`config.mk`:
```
export PLATFORM = sky130hd
export DESIGN_NAME = cms_axis_trace_receiver
export DESIGN_NICKNAME = d
export VERILOG_FILES = /design/src/rtl/cms_axis_trace_receiver.sv
export SDC_FILE = /design/constraint.sdc
export NUM_CORES = 2
export LEC_CHECK = 0
export CORE_UTILIZATION = 30
export CTS_CLUSTER_SIZE = 14
export DETAILED_ROUTE_END_ITERATION = 7
export DONT_BUFFER_PORTS = 1
export GPL_TIMING_DRIVEN = 0
export HOLD_SLACK_MARGIN = 0.06
export SETUP_SLACK_MARGIN = 0.4
export SLEW_MARGIN = 20
export SYNTH_ARGS = -nofsm -noshare
export SYNTH_HDL_FRONTEND = slang
export SYNTH_MEMORY_MAX_BITS = 65536
export SYNTH_SLANG_ARGS = --single-unit
```
`constraint.sdc`:
```
create_clock -name clk -period 63.3 [get_ports clk]
set_clock_uncertainty 0.1 [all_clocks]
set_input_delay 3.165 -clock clk [delete_from_list [all_inputs] [get_ports clk]]
set_output_delay 3.165 -clock clk [all_outputs]
set_load 0.01 [all_outputs]
```
`src/rtl/cms_axis_trace_receiver.sv`:
```
// AXI-Stream trace sink: buffers 512-bit beats in a FIFO and replays each as eight 64-bit words.
// Optional packet-length checker enabled by defining CMS_RX_TLAST_CHECK_EN.
module cms_axis_trace_receiver #(
    parameter int unsigned AXI_DATA_WIDTH = 512,
    parameter int unsigned WORD_WIDTH     = 64,
    parameter int unsigned FIFO_DEPTH     = 8
) (
    input  logic                      clk,
    input  logic                      rst_n,
    input  logic                      S_AXIS_tvalid,
    output logic                      S_AXIS_tready,
    input  logic [AXI_DATA_WIDTH-1:0] S_AXIS_tdata,
    input  logic                      S_AXIS_tlast,
    input  logic [31:0]               tlast_interval,
    input  logic                      clear,
    output logic                      out_valid,
    input  logic                      out_ready,
    output logic [WORD_WIDTH-1:0]     out_data,
    output logic [2:0]                out_word_idx,
    output logic                      out_last,
    output logic [31:0]               beat_count,
    output logic [31:0]               pkt_count,
    output logic                      tlast_err
);

    localparam int unsigned PTR_W    = $clog2(FIFO_DEPTH);
    localparam int unsigned CNT_W    = PTR_W + 1;
    localparam int unsigned ENT_W    = AXI_DATA_WIDTH + 1;
    localparam logic [2:0]  LAST_IDX = 3'((AXI_DATA_WIDTH / WORD_WIDTH) - 1);

    typedef enum logic {
        S_IDLE,
        S_SHIFT
    } state_t;

    state_t                    r_state;
    state_t                    w_state_nxt;
    logic [ENT_W-1:0]          r_mem [FIFO_DEPTH];
    logic [PTR_W-1:0]          r_wr_ptr;
    logic [PTR_W-1:0]          r_rd_ptr;
    logic [CNT_W-1:0]          r_count;
    logic [CNT_W-1:0]          w_count_nxt;
    logic                      r_tready;
    logic [AXI_DATA_WIDTH-1:0] r_beat;
    logic                      r_tlast;
    logic [2:0]                r_word_idx;
    logic [2:0]                w_idx_inc;
    logic                      r_valid;
    logic                      r_out_last;
    logic [31:0]               r_beat_count;
    logic [31:0]               r_pkt_count;
    logic [ENT_W-1:0]          w_head;
    logic                      w_accept;
    logic                      w_take;
    logic                      w_empty;
    logic                      w_pop;
    logic                      w_load;
    logic                      w_advance;

    // Clear blocks the handshake combinationally so a beat is never acknowledged and then flushed.
    assign S_AXIS_tready = r_tready && !clear;
    assign out_valid     = r_valid;
    assign out_data      = r_beat[WORD_WIDTH-1:0];
    assign out_word_idx  = r_word_idx;
    assign out_last      = r_out_last;
    assign beat_count    = r_beat_count;
    assign pkt_count     = r_pkt_count;

    assign w_accept  = S_AXIS_tvalid && S_AXIS_tready;
    assign w_take    = r_valid && out_ready;
    assign w_empty   = (r_count == '0);
    assign w_head    = r_mem[r_rd_ptr];
    assign w_idx_inc = r_word_idx + 3'd1;

    // Serializer next-state: load on idle, or reload without a bubble after word 7 is taken.
    always_comb begin
        w_state_nxt = r_state;
        w_pop       = 1'b0;
        w_load      = 1'b0;
        w_advance   = 1'b0;
        case (r_state)
            S_IDLE: begin
                if (!w_empty) begin
                    w_pop       = 1'b1;
                    w_load      = 1'b1;
                    w_state_nxt = S_SHIFT;
                end
            end
            S_SHIFT: begin
                if (w_take) begin
                    if (r_word_idx == LAST_IDX) begin
                        if (!w_empty) begin
                            w_pop  = 1'b1;
                            w_load = 1'b1;
                        end else begin
                            w_state_nxt = S_IDLE;
                        end
                    end else begin
                        w_advance = 1'b1;
                    end
                end
            end
            default: w_state_nxt = S_IDLE;
        endcase
        w_count_nxt = r_count + CNT_W'(w_accept) - CNT_W'(w_pop);
    end

    always_ff @(posedge clk) begin
        if (!rst_n || clear) begin
            r_state <= S_IDLE;
        end else begin
            r_state <= w_state_nxt;
        end
    end

    // Storage array needs no reset; pointers define what is valid.
    always_ff @(posedge clk) begin
        if (w_accept) begin
            r_mem[r_wr_ptr] <= {S_AXIS_tlast, S_AXIS_tdata};
        end
    end

    always_ff @(posedge clk) begin
        if (!rst_n || clear) begin
            r_wr_ptr     <= '0;
            r_rd_ptr     <= '0;
            r_count      <= '0;
            r_tready     <= 1'b0;
            r_beat       <= '0;
            r_tlast      <= 1'b0;
            r_word_idx   <= '0;
            r_valid      <= 1'b0;
            r_out_last   <= 1'b0;
            r_beat_count <= '0;
            r_pkt_count  <= '0;
        end else begin
            if (w_accept) begin
                r_wr_ptr     <= r_wr_ptr + PTR_W'(1);
                r_beat_count <= r_beat_count + 32'd1;
                if (S_AXIS_tlast) begin
                    r_pkt_count <= r_pkt_count + 32'd1;
                end
            end
            if (w_pop) begin
                r_rd_ptr <= r_rd_ptr + PTR_W'(1);
            end
            r_count  <= w_count_nxt;
            r_tready <= (w_count_nxt != CNT_W'(FIFO_DEPTH));
            r_valid  <= (w_state_nxt == S_SHIFT);
            if (w_load) begin
                r_beat     <= w_head[AXI_DATA_WIDTH-1:0];
                r_tlast    <= w_head[ENT_W-1];
                r_word_idx <= '0;
                r_out_last <= 1'b0;
            end else if (w_advance) begin
                r_beat     <= r_beat >> WORD_WIDTH;
                r_word_idx <= w_idx_inc;
                r_out_last <= (w_idx_inc == LAST_IDX) && r_tlast;
            end else if (w_take) begin
                r_word_idx <= '0;
                r_out_last <= 1'b0;
            end
        end
    end

`ifdef CMS_RX_TLAST_CHECK_EN
    logic [31:0] r_pkt_beats;
    logic [31:0] w_pkt_beats_inc;
    logic        r_tlast_err;
    logic        w_chk_en;

    assign w_pkt_beats_inc = r_pkt_beats + 32'd1;
    assign w_chk_en        = (tlast_interval != 32'd0);
    assign tlast_err       = r_tlast_err;

    // Beats-in-packet counter includes the current beat when compared against the interval.
    always_ff @(posedge clk) begin
        if (!rst_n || clear) begin
            r_pkt_beats <= '0;
            r_tlast_err <= 1'b0;
        end else if (w_accept) begin
            if (S_AXIS_tlast) begin
                r_pkt_beats <= '0;
                if (w_chk_en && (w_pkt_beats_inc != tlast_interval)) begin
                    r_tlast_err <= 1'b1;
                end
            end else if (w_chk_en && (w_pkt_beats_inc == tlast_interval)) begin
                r_pkt_beats <= '0;
                r_tlast_err <= 1'b1;
            end else begin
                r_pkt_beats <= w_pkt_beats_inc;
            end
        end
    end
`else
    logic w_unused_interval;

    assign w_unused_interval = ^tlast_interval;
    assign tlast_err         = 1'b0;
`endif

endmodule
```
==> impl_metrics.py <==
metrics = {
    "sta": {
        "tightest_slew_ps": 1180,
        "finalHoldViolations": 0,
        "slew_headroom_pct": 21.6,
        "period_share_pct": 12.5,
        "setup_tns_ps": 0,
        "setup_ws_ps": 55380,
        "finalMaxSlewViolations": 0,
        "post-route-min-period_ps": 7920,
        "max_freq_mhz": 126,
        "finalSetupViolCount": 0,
        "rsz0062_at_grt": "false",
    },
    "synthesis": {
        "synth_area_um2": 176000,
        "seq_area_frac_synth_pct": 76.8,
        "synthFlopType": "edfxtp_1",
        "synth_cell_types": 51,
        "synth-edff-count": 4104,
        "synth_mux_area_share_pct": 18.4,
        "synth_nets": 8681,
        "synthSimpleGateAreaFrac_pct": 0.752,
        "synth_cells": 8118,
        "synth_top_family_by_area": "multiplexers",
        "yosys.area_share.adder_pct": 0.0967,
        "yosys_warnings": 0,
        "async_flop_share_pct": 0,
        "yosys.area_share.xor_xnor_pct": 0.284,
        "synth_compound_area_share_pct": 2.15,
        "ys_seq_elements": 4700,
        "avgSynthCellArea_um2": 21.7,
    },
    "die": {
        "die_area_um2": 590000,
        "die_h_um": 768,
        "io_pins": 685,
        "core-area_um2": 583000,
        "start_util_pct": 30.2,
        "die_x_um": 768,
        "rows": 280,
    },
    "clock_tree": {
        "clock_path_buffers": 4,
        "ctsHoldBuffers": 0,
        "cts_sinks": 4700,
        "cts_resized": 0,
        "post-cts-setup-buffers": 0,
        "clk_latency_ps": 990,
        "path_clk_slew_ps": 70,
        "root_buffer": "clkbuf_16",
        "ctsHtreeMaxLevel": 5,
        "cts_tree": "done",
        "numCtsBuffers": 438,
    },
    "drt": {
        "wl_per_cell_um": 29.7,
        "wl_um": 520000,
        "drtIter0Drc": 7354,
        "vias": 86278,
        "drcViolationCount": 0,
        "drtPass1Iterations": 7,
        "final_antenna_net_count": 0,
        "vias_per_cell": 4.93,
    },
    "place": {
        "gp_congestion": 0.797,
        "port_buffers": 0,
        "hpwl_um": 389000,
        "postPlaceCellArea_um2": 192000,
        "dp_slack_ps": 54450,
    },
    "cells_and_area": {
        "final_core_util_pct": 35.4,
        "layout_common_cells": "edfxtp_1, mux4_2, mux2i_1",
        "syn2layout_area_growth_pct": 17.4,
        "nets": 9875,
        "final_common_cell": "edfxtp_1",
        "finalInstanceArea_um2": 207000,
        "drive_gt1_share_pct": 28.1,
    },
    "global_route": {
        "overflow": 0,
        "grt_pass1_vias": 90545,
        "grt_usage_pct": 17.1,
        "antenna_found_initial": 31,
        "grt_pass1_wl_um": 716000,
        "grt_max_degree": 20,
    },
    "power_and_ir_drop": {
        "powerDensity_nw_per_um2": 35.7,
        "p_seq_share_pct": 48.7,
        "internal_power_uw": 5490,
        "max-vdd-ir-drop_v": 0.0000284,
        "clockPowerShare_pct": 36.1,
        "p_sw_share_pct": 25.5,
        "p_switching_uw": 1880,
        "p_leak_uw": 0.0630,
        "p_comb_share_pct": 15.2,
    },
    "min_path": {
        "hold_path.class": "reg2reg",
    },
    "worst_setup_path": {
        "worstPathRequired_ps": 63870,
        "cp_max_fo": 10,
        "cp-end-kind": "flop",
        "critPathLaunchType": "input port",
        "path_class": "in2reg",
        "arrival_ps": 8490,
    },
    "run_status": {
        "status": "complete, no violations",
    },
    "flow_run": {
        "cap_violations": 0,
    },
}
==> area by class of cell <==
class | count | area [um2]
Multi-Input combinational cell | 2861 | 38300
Timing Repair Buffer | 754 | 6150
Sequential cell | 4700 | 135000
Fill cell | 53426 | 376000
Clock buffer | 597 | 12000
Clock inverter | 220 | 2420
Tap cell | 7755 | 9700
Inverter | 19 | 71.3
Antenna cell | 62 | 155
Buffer | 538 | 2610
==> worst paths after layout <==
check                                  from     endpoint  slack (ps)  cells past startpoint
worst min register to register  r_beat[460]  r_beat[460]         370                      1
worst max-delay path                  clear  r_mem[1][9]       55380                     22
worst max register to register     r_tready  r_mem[1][9]       57250                     22
worst min-delay path            r_beat[460]  r_beat[460]         370                      1
==> kinds of logic after synthesis <==
| group | Yosys count |
|---|---|
| compound gates | 582 |
| simple gates | 255 |
| buf+inv | 557 |
| flops | 4700 |
| fa+ha+maj | 13 |
| xor+xnor | 57 |
| other cells | 1 |
| mux | 1953 |
==> state kept, by name, summed over array words and instances (netlist names), named ones only <==
| signal | flops |
|---|---|
| pkt_count | 32 |
| r_tready | 1 |
| r_tlast | 1 |
| beat_count | 32 |
| out_valid | 1 |
| out_word_idx | 3 |
| r_rd_ptr | 3 |
| out_last | 1 |
| r_beat | 512 |
| r_wr_ptr | 3 |
| r_mem | 4104 |
| r_count | 4 |
==> Yosys cell counts, drive strengths merged (17+ instances only) <==
cell / instances / share of area [%]
clkbuf: 202 / 0.44
nor2b: 19 / 0.068
nand4: 20 / 0.083
edfxtp: 4104 / 70
mux2i: 927 / 5.3
xnor2: 31 / 0.15
nor2: 74 / 0.16
nand3: 17 / 0.048
mux4: 1026 / 13
xor2: 26 / 0.13
buf: 336 / 1.0
dfxtp: 596 / 6.8
o2bb2ai: 64 / 0.32
a21oi: 38 / 0.11
inv: 19 / 0.041
a211oi: 34 / 0.15
nand2: 58 / 0.12
o22ai: 431 / 1.5
==> per-stage QoR <==
step,power (uW),hold slack [ps],std cells
after global placement,4890,355,15873
final,7370,368,17506
after CTS,7440,368,17444
after detailed placement,4800,350,16627
after floorplan,4440,332,8118
after global routing,7600,384,17461
==> per-layer routing <==
layer | GRT usage [%] | part of all wire (%)
met1 | 19.3 | 36
met2 | 29.2 | 49
met3 | 6.20 | 9.5
met4 | 7.29 | 5.0
met5 | 0 | 0.016
==> worst max-delay path, stage by stage <==
cell	delay [ps]
and3b_1	190
buf_4	130
inv_2	110
nor4b_2	760
buf_2	360
buf_2	270
buf_2	240
buf_4	180
buf_4	160
buf_2	180
buf_2	240
buf_2	280
buf_2	210
buf_2	230
buf_2	260
buf_2	270
buf_4	190
buf_4	170
buf_4	160
buf_2	220
buf_2	240
buf_2	220
==> power groups by stage <==
stage / clock, uW / sequential [uW] / combinational, uW
finish: 2660 / 3590 / 1120
global route: 2800 / 3600 / 1200
CTS: 2700 / 3600 / 1140
detailed placement: 0 / 3670 / 1130
global placement: 0 / 3780 / 1110
floorplan: 0 / 3620 / 812
Note: power is estimated with default switching activity, not from simulation.
